==> src/rtl/ren_conv_pkg.sv <==
// Shared types and constants for the Renzym convolver Wishbone front-end.
package ren_conv_pkg;

  typedef enum logic [1:0] {
    ST_IDLE  = 2'd0,
    ST_RWAIT = 2'd1,
    ST_ACK   = 2'd2
  } state_e;

  localparam int unsigned STAT_DONE    = 0;
  localparam int unsigned STAT_BUS_ERR = 1;

  // Local registers sit at the top of window 0: word = 2^AWIDTH - offset.
  localparam int unsigned LOC_STATUS_OFS = 2;
  localparam int unsigned LOC_IRQ_EN_OFS = 1;

  function automatic int unsigned loc_word(input int unsigned awidth, input int unsigned ofs);
    return (32'd1 << awidth) - ofs;
  endfunction

endpackage

==> src/rtl/ren_conv_wb_slave_irq_ctrl.sv <==
// Done/bus-error interrupt: STATUS (write-1-to-clear), IRQ_EN and the irq output.
module ren_conv_irq_ctrl
  import ren_conv_pkg::*;
(
  input  logic       wb_clk_i,
  input  logic       wb_rst_ni,
  input  logic       done_i,
  input  logic       bus_err_i,
  input  logic       w1c_we_i,
  input  logic       en_we_i,
  input  logic [1:0] wdat_i,
  output logic [1:0] status_o,
  output logic [1:0] irq_en_o,
  output logic       irq_o
);

  logic [1:0] status_q, status_d;
  logic [1:0] irq_en_q, irq_en_d;

  always_comb begin
    status_d = status_q;
    irq_en_d = irq_en_q;
    if (w1c_we_i) status_d = status_q & ~wdat_i;
    // Sets are applied after the clear so a coincident event is never lost.
    if (done_i)    status_d[STAT_DONE]    = 1'b1;
    if (bus_err_i) status_d[STAT_BUS_ERR] = 1'b1;
    if (en_we_i)   irq_en_d = wdat_i;
  end

  always_ff @(posedge wb_clk_i or negedge wb_rst_ni) begin
    if (!wb_rst_ni) begin
      status_q <= '0;
      irq_en_q <= '0;
    end else begin
      status_q <= status_d;
      irq_en_q <= irq_en_d;
    end
  end

  assign status_o = status_q;
  assign irq_en_o = irq_en_q;
  assign irq_o    = |(status_q & irq_en_q);

endmodule

==> src/rtl/ren_conv_wb_slave.sv <==
// Wishbone slave bridge: NWIN-window decode, read wait states, write locking
// and local interrupt registers for the Renzym convolver.
//
// state    | meaning
// ST_IDLE  | waiting for a request; writes, errors and local accesses decided here
// ST_RWAIT | read issued, counting down RAM latency
// ST_ACK   | ack or err pulse on the bus; requests ignored
module ren_conv_wb_slave
  import ren_conv_pkg::*;
#(
  parameter int unsigned     DWIDTH      = 32,
  parameter int unsigned     AWIDTH      = 6,
  parameter int unsigned     NWIN        = 4,
  parameter int unsigned     WIN_SEL_LSB = 8,
  parameter int unsigned     RD_LAT      = 1,
  parameter logic [NWIN-1:0] LOCK_MASK   = 4'b0110
) (
  input  logic                   wb_clk_i,
  input  logic                   wb_rst_ni,
  input  logic                   wbs_stb_i,
  input  logic                   wbs_cyc_i,
  input  logic                   wbs_we_i,
  input  logic [DWIDTH/8-1:0]    wbs_sel_i,
  input  logic [31:0]            wbs_adr_i,
  input  logic [DWIDTH-1:0]      wbs_dat_i,
  output logic                   wbs_ack_o,
  output logic                   wbs_err_o,
  output logic [DWIDTH-1:0]      wbs_dat_o,
  output logic [NWIN-1:0]        win_we_o,
  output logic [NWIN-1:0]        win_re_o,
  output logic [DWIDTH/8-1:0]    win_be_o,
  output logic [AWIDTH-1:0]      win_adr_o,
  output logic [DWIDTH-1:0]      win_wdat_o,
  input  logic [NWIN*DWIDTH-1:0] win_rdat_i,
  input  logic                   eng_busy_i,
  input  logic                   eng_done_i,
  output logic                   irq_o
);

  localparam int unsigned WSEL_W = $clog2(NWIN);
  localparam int unsigned CNT_W  = 3;
  localparam logic [AWIDTH-1:0] STATUS_WORD = AWIDTH'(loc_word(AWIDTH, LOC_STATUS_OFS));
  localparam logic [AWIDTH-1:0] IRQ_EN_WORD = AWIDTH'(loc_word(AWIDTH, LOC_IRQ_EN_OFS));

  state_e             state_q, state_d;
  logic [CNT_W-1:0]   cnt_q, cnt_d;
  logic               ack_q, ack_d, err_q, err_d;
  logic [DWIDTH-1:0]  dat_q, dat_d;

  logic               valid, oob, locked, illegal;
  logic               is_status, is_irq_en, is_local;
  logic [WSEL_W-1:0]  win_idx;
  logic [AWIDTH-1:0]  word;
  logic [NWIN-1:0]    win_onehot;
  logic [DWIDTH-1:0]  rdat_sel, loc_rdat;
  logic               bus_err_set, w1c_we, en_we;
  logic [1:0]         status, irq_en;
  logic               unused_adr;

  assign valid      = wbs_cyc_i & wbs_stb_i;
  assign win_idx    = wbs_adr_i[WIN_SEL_LSB +: WSEL_W];
  assign word       = wbs_adr_i[AWIDTH+1:2];
  assign oob        = 32'(win_idx) >= NWIN;
  assign win_onehot = NWIN'(1) << win_idx;
  assign is_status  = (win_idx == '0) && (word == STATUS_WORD);
  assign is_irq_en  = (win_idx == '0) && (word == IRQ_EN_WORD);
  assign is_local   = is_status | is_irq_en;
  assign illegal    = oob | (wbs_we_i & locked & eng_busy_i);
  assign unused_adr = ^wbs_adr_i;

  always_comb begin
    locked   = 1'b0;
    rdat_sel = '0;
    for (int unsigned k = 0; k < NWIN; k++) begin
      if (32'(win_idx) == k) begin
        locked   = LOCK_MASK[k];
        rdat_sel = win_rdat_i[k*DWIDTH +: DWIDTH];
      end
    end
    loc_rdat      = '0;
    loc_rdat[1:0] = is_status ? status : irq_en;
  end

  always_comb begin
    state_d     = state_q;
    cnt_d       = cnt_q;
    ack_d       = 1'b0;
    err_d       = 1'b0;
    dat_d       = dat_q;
    win_we_o    = '0;
    win_re_o    = '0;
    bus_err_set = 1'b0;
    w1c_we      = 1'b0;
    en_we       = 1'b0;
    case (state_q)
      ST_IDLE: begin
        if (valid) begin
          state_d = ST_ACK;
          if (illegal) begin
            err_d       = 1'b1;
            bus_err_set = 1'b1;
          end else if (is_local) begin
            ack_d = 1'b1;
            if (wbs_we_i) begin
              w1c_we = is_status & wbs_sel_i[0];
              en_we  = is_irq_en & wbs_sel_i[0];
            end else begin
              dat_d = loc_rdat;
            end
          end else if (wbs_we_i) begin
            ack_d = 1'b1;
            if (|wbs_sel_i) win_we_o = win_onehot;
          end else begin
            win_re_o = win_onehot;
            cnt_d    = CNT_W'(RD_LAT);
            if (RD_LAT == 0) begin
              ack_d = 1'b1;
              dat_d = rdat_sel;
            end else begin
              state_d = ST_RWAIT;
            end
          end
        end
      end
      ST_RWAIT: begin
        if (!wbs_cyc_i) begin
          state_d = ST_IDLE;
        end else if (cnt_q == CNT_W'(1)) begin
          dat_d   = rdat_sel;
          ack_d   = 1'b1;
          state_d = ST_ACK;
        end else begin
          cnt_d = cnt_q - CNT_W'(1);
        end
      end
      ST_ACK:  state_d = ST_IDLE;
      default: state_d = ST_IDLE;
    endcase
  end

  always_ff @(posedge wb_clk_i or negedge wb_rst_ni) begin
    if (!wb_rst_ni) begin
      state_q <= ST_IDLE;
      cnt_q   <= '0;
      ack_q   <= 1'b0;
      err_q   <= 1'b0;
      dat_q   <= '0;
    end else begin
      state_q <= state_d;
      cnt_q   <= cnt_d;
      ack_q   <= ack_d;
      err_q   <= err_d;
      dat_q   <= dat_d;
    end
  end

  assign wbs_ack_o  = ack_q;
  assign wbs_err_o  = err_q;
  assign wbs_dat_o  = dat_q;
  assign win_be_o   = wbs_sel_i;
  assign win_adr_o  = word;
  assign win_wdat_o = wbs_dat_i;

  ren_conv_irq_ctrl u_irq (
    .wb_clk_i  (wb_clk_i),
    .wb_rst_ni (wb_rst_ni),
    .done_i    (eng_done_i),
    .bus_err_i (bus_err_set),
    .w1c_we_i  (w1c_we),
    .en_we_i   (en_we),
    .wdat_i    (wbs_dat_i[1:0]),
    .status_o  (status),
    .irq_en_o  (irq_en),
    .irq_o     (irq_o)
  );

endmodule

==> config.mk <==
export PLATFORM = sky130hd
export DESIGN_NAME = ren_conv_wb_slave
export DESIGN_NICKNAME = d
export VERILOG_FILES = /design/src/rtl/ren_conv_pkg.sv /design/src/rtl/ren_conv_wb_slave_irq_ctrl.sv /design/src/rtl/ren_conv_wb_slave.sv
export SDC_FILE = /design/constraint.sdc
export NUM_CORES = 1
export LEC_CHECK = 0
export BUFFER_PORTS_ARGS = -buffer_cell sky130_fd_sc_hd__buf_2
export CAP_MARGIN = 20
export CORE_AREA = 2 2 113 115
export CTS_CLUSTER_DIAMETER = 200
export DETAILED_ROUTE_END_ITERATION = 10
export DIE_AREA = 0 0 115 117
export GPL_ROUTABILITY_DRIVEN = 0
export PLACE_DENSITY = 0.6
export SETUP_SLACK_MARGIN = 0.3
export SYNTH_ARGS = -nofsm -noshare
export SYNTH_HDL_FRONTEND = slang
export SYNTH_SLANG_ARGS = --single-unit
==> constraint.sdc <==
create_clock -name wb_clk_i -period 2.2 [get_ports wb_clk_i]
set_clock_uncertainty 0.15 [all_clocks]
set_input_delay 0.22 -clock wb_clk_i [delete_from_list [all_inputs] [get_ports wb_clk_i]]
set_output_delay 0.22 -clock wb_clk_i [all_outputs]
set_load 0.01 [all_outputs]
==> impl_metrics.toml, run 1 <==
[clock_tree]
clock_sinks = 43
root_buffer = "clkbuf_16"
cts_buffers = 5
clock_latency_ps = 280
cts_tree = "yes"
htreeDepth = 2
clkTransAtPathRegs_ps = 60
clk_path_buf_depth = 2

[floorplanning]
rows = 41
core_region_area_um2 = 12300
die_height_um = 117
ioPinCount = 288
start_util_pct = 25.8
die_w_um = 115
dieArea_um2 = 13500

[timing]
hold_viol_final = 1
setup_viol = 0
setup_ws_ps = 139
fmax_ghz = 0.485
min_period_over_period_pct = 93.7
holdWs_ps = -1.83
setup_tns_ps = 0
fin_crit_ps = 2060
max_slew_margin_pct = 55.9
rsz0062_at_grt = "true"
worst_slew_pin_slew_ps = 662
report.final.slew_viol_count = 0

[run_status]
violations = "negative hold slack"
status = "finished with violations"

[finish]
area_delta_synth_final_pct = 35.7
multiInputGateArea_um2 = 1690
fill_cells = 1266
layout.nets = 717
drive_above_1_share_pct = 48.7
seq_area_um2 = 1080

[synth]
synth.net_count = 555
yosysMostFrequentCell = "dfrtp_1"
synthTopCellsByArea = "dfrtp_1, buf_4, a221oi_1"
synthAdderAreaFrac_pct = 2.37
avgSynthCellArea_um2 = 9.16
yosys.area_share.simple_pct = 17.8
synth-async-reset-ratio_pct = 100
ys_ff_latch = 43
synth_mux_area_share_pct = 1.42
netlist_area_um2 = 3170
synth_top_family_by_area = "compound AO/OA/AOI/OAI gates"
synth_commonest_cells = "dfrtp_1, buf_4, nand2_1"
synthCells = 346
synth-xor-area-share_pct = 0.276
ys.flop_type = "dfrtp_1"
synth_compound_area_share_pct = 28.9
synth-edff-count = 0
synth_top_area_share_pct = 33.9
seq_area_frac_synth_pct = 33.9
yosys_warnings = 0
yosysTopAreaCell = "dfrtp_1"
yosysUniqueCellTypes = 39

[critical_path]
path_class = "reg -> out"
reg2reg_slack_ps = 260
endpoint_kind = "output pin"
required_ps = 1830
crit_fanout = 5
arrival_ps = 1690
worstSetupStartpointType = "register"

[route]
drc = 0
dr.pass1.iters = 4
wl_per_cell_um = 16.6
antenna_left = 0
via_per_inst = 5.10
drtIter0Drc = 130
wl_um = 10900
num_vias = 3353

[global_routing]
grt_max_degree = 33
grt_usage_pct = 15.2
grt_pass1_wl_um = 15900
grt_antenna_before_repair = 1
grt_overflow = 0
grt_pass1_vias = 3097

[power]
power_density_nw_per_um2 = 588
p_int_mw = 1.77
switching_share_pct = 30.2
comb_power_share_pct = 32.1
pwr-share-seq_pct = 40.5
clkPwrFrac_pct = 27.4
p_leak_nw = 2.15
peakVddDrop_v = 0.000281
net-switching-power_mw = 0.763

[hold_path]
hp-class = "in -> reg"

[place]
dp_slack_ps = 80.9
port_buffers = 203
hpwlAfterDp_um = 8370

[job]
max_cap_viol_count = 0
==> timing repair <==
item	in CTS	in global routing
pin swaps	1	14
endpoints found under the hold margin	25	0
setup buffers	2	3
cloned	2	0
resized for setup	7	6
hold buffers	1	0
setup endpoints to repair	40	39
==> power groups by stage <==
| stage | Combinational (mW) | Sequential (mW) | Clock (mW) |
|---|---|---|---|
| after floorplan | 0.399 | 1.10 | 0 |
| after global placement | 0.781 | 1.04 | 0 |
| after detailed placement | 0.799 | 1.03 | 0 |
| after CTS | 0.813 | 1.02 | 0.728 |
| after global routing | 0.894 | 1.04 | 0.751 |
| final | 0.813 | 1.02 | 0.693 |
==> area by class of cell <==
class	count	area share, %
Antenna cell	1	0.0582
Clock buffer	6	3.00
Inverter	8	0.698
Multi-Input combinational cell	227	39.2
Sequential cell	43	25.0
Tap cell	150	4.36
Timing Repair Buffer	223	27.6
==> state kept, by name (all words and copies together) (netlist names) <==
name,count
wbs_dat_o,32
wbs_err_o,1
u_irq.status_o,2
state_q,2
u_irq.irq_en_o,2
wbs_ack_o,1
cnt_q,3
==> kinds of logic after synthesis <==
family	count (synthesis)
xor+xnor	1
buf+inv	78
fa+ha+maj	6
compound gates	112
simple gates	102
flops	43
mux	4
==> stage by stage <==
stage / utilization, % / cell area, um2 / power [mW] / hold WS, ps / std cells
after floorplan: - / 3170 / 1.50 / -226 / 346
after global placement: 32.8 / 4040 / 1.82 / 129 / 643
after detailed placement: 32.8 / 4040 / 1.83 / 135 / 643
after CTS: 34.4 / 4240 / 2.57 / 3.60 / 654
after global routing: 34.9 / 4300 / 2.69 / 8.59 / 657
final: 34.9 / 4300 / 2.53 / -1.83 / 658
==> worst max-delay path, cell delays in order, from the launching register on <==
cell and delay, ps:
dfrtp_1 410, and4bb_2 350, nand3_4 90, a211oi_2 160, buf_4 160, and2_1 120
buf_2 120
==> placed cells by master, fill, tap and decap left out, drive strengths merged, types with 4 or more instances in the layout <==
cell,count
buf,222
clkbuf,6
dfrtp,43
nand3,4
inv,8
and2,9
nor2b,33
a22o,31
mux2,4
nand2b,7
a221oi,31
o31ai,32
nand2,35
ha,6
==> worst paths after layout <==
path | from | cells past startpoint | to
max | state_q[1] | 6 | win_we_o[0]
min | eng_done_i | 2 | u_irq.status_o[0]
max reg2reg | state_q[0] | 5 | wbs_dat_o[24]
min reg2reg | wbs_dat_o[23] | 1 | wbs_dat_o[23]
max in group asynchronous | wb_rst_ni | 3 | wbs_dat_o[11]
min in group asynchronous | wb_rst_ni | 2 | wbs_dat_o[16]
==> layer usage <==
| metal | vias to the layer above | GRT usage (%) | share of wire, % |
|---|---|---|---|
| met3 | 13 | 3.45 | 8.2 |
| met2 | 185 | 26.4 | 49 |
| met1 | 1580 | 19.0 | 42 |
| met5 | - | 0 | 0 |
| met4 | 0 | 4.10 | 1.0 |
| li1 | 1575 | - | - |
Note: power is estimated with default switching activity, not from simulation.
==> run 2: changes to the inputs <==
==> constraint.sdc (replaced) <==
create_clock -name wb_clk_i -period 2.1 [get_ports wb_clk_i]
set_clock_uncertainty 0.15 [all_clocks]
set_input_delay 0.21 -clock wb_clk_i [delete_from_list [all_inputs] [get_ports wb_clk_i]]
set_output_delay 0.21 -clock wb_clk_i [all_outputs]
set_load 0.01 [all_outputs]
==> impl_metrics.toml, run 2 (synthesized netlist as in run 1, its figures left out) <==
[finish]
final_common_cell = "buf_2"
fill_cells = 1271
area_delta_synth_final_pct = 43.3
design_area_um2 = 4540
diodes = 0
fin_util_pct = 36.9
layout.nets = 725
largest_reg_flops = 32
drive_above_1_share_pct = 50.9
mostFrequentLayoutCells = "buf_2, dfrtp_1, nand2_1"

[timing]
setup_tns_ps = 0
setup_viol = 0
hold_viol_final = 0
min_period_over_period_pct = 98.6
rsz0062_at_grt = "true"
report.final.slew_viol_count = 0
fin_crit_ps = 2070
worst_slew_pin_slew_ps = 472
setup_ws_ps = 29.0
fmax_ghz = 0.483
max_slew_margin_pct = 68.5

[floorplanning]
start_util_pct = 25.8
core_region_area_um2 = 12300
ioPinCount = 288
rows = 41
die_w_um = 115
dieArea_um2 = 13500
die_height_um = 117

[critical_path]
crit_buf_inv = 2
crit_fanout = 8
crit_slowest_cell = "dfrtp_2"
path_cells = "buf_4 > or3b_1 > o31a_1 > nand2b_4 > clkbuf_16 > a22o_1"
path_class = "reg -> reg"
cp_num_cells = 6
required_ps = 2120
critPathTopFamily = "simple AND/OR/NAND/NOR gates"
slowest_delay_ps = 420
worstSetupStartpointType = "register"
endpoint_kind = "register"
rr_worst_depth = 6
arrival_ps = 2090

[route]
num_vias = 3330
wl_per_cell_um = 16.4
dr.pass1.iters = 5
drc = 0
wl_um = 10900
antenna_left = 0
via_per_inst = 4.99
drtIter0Drc = 212

[clock_tree]
clock_latency_ps = 290
clk_path_buf_depth = 2
cts_tree = "yes"
root_buffer = "clkbuf_16"
htreeDepth = 2
clock_sinks = 43
cts_buffers = 5
clkTransAtPathRegs_ps = 70

[job]
max_cap_viol_count = 0

[place]
place_area_um2 = 4160
hpwlAfterDp_um = 8570
dp_slack_ps = 7.39
port_buffers = 203

[run_status]
status = "complete, no violations"

[global_routing]
grt_antenna_before_repair = 0
grt_overflow = 0
grt_pass1_wl_um = 16200
grt_usage_pct = 15.3
grt_pass1_vias = 3230
grt_max_degree = 57

[power]
p_leak_nw = 2.27
power_density_nw_per_um2 = 600
peakVddDrop_v = 0.000273

[hold_path]
hp-class = "in -> reg"
holdPathStages = 2
## run 2: cell count changes in the layout (fill, tap and decap cells not counted), sizes merged
cell / delta
buf: +8
dlygate4sd3: +1
clkinv: +1
clkbuf: +1
clkinvlp: +1
nand2b: -2
diode: -1
## run 2: per-stage QoR
step,instances,power [mW],hold slack (ps)
final,667,2.73,53.1
after CTS,664,2.74,38.2
after global placement,650,1.93,43.8
after detailed placement,650,1.95,51.0
after floorplan,346,1.57,-236
after global routing,667,2.89,55.3
## run 2: power breakdown
| group | switching, mW | internal (mW) |
|---|---|---|
| sequential | 0.0897 | 0.983 |
| clock | 0.320 | 0.439 |
| combinational | 0.423 | 0.471 |
## run 2: per-layer routing
layer  vias to the layer above  GRT usage [%]  part of all wire, %
li1                       1587              -                    -
met3                        14           3.19                  7.2
met4                         0           3.69                  1.1
met5                         -              0                    0
met2                       162           27.9                   51
met1                      1567           18.4                   40
## run 2: worst reg2reg max path, delay by kind of cell (launching register included)
| family | cells | cell delay, ps |
|---|---|---|
| buffers and inverters | 2 | 330 |
| AO/OA/AOI/OAI | 2 | 500 |
| flip-flops | 1 | 420 |
| AND/OR/NAND/NOR | 2 | 550 |
## run 2: worst paths after layout
check	start	end	slack [ps]
min in group asynchronous	wb_rst_ni	wbs_dat_o[17]	300
hold / removal	wbs_dat_i[0]	u_irq.irq_en_o[0]	50
setup / recovery	state_q[0]	wbs_dat_o[21]	30
setup reg to reg	state_q[0]	wbs_dat_o[21]	30
max in group asynchronous	wb_rst_ni	wbs_dat_o[30]	980
hold reg to reg	wbs_dat_o[6]	wbs_dat_o[6]	350
## run 2: area by class of cell
cell class	instances	area [um2]	share of cell area [%]
Multi-Input combinational cell	225	1740	38.3
Timing Repair Buffer	233	1370	30.1
Sequential cell	43	1080	23.7
Tap cell	150	188	4.13
Clock buffer	6	129	2.84
Inverter	8	30.0	0.661
Clock inverter	2	12.5	0.275
## run 2: timing repair
item,4_1_cts,5_1_grt
hold buffers,2,0
setup buffers,4,2
setup endpoints to repair,42,44
hold endpoints to repair,19,0
gates cloned,0,1
pin swaps,1,8
resized for setup,9,19
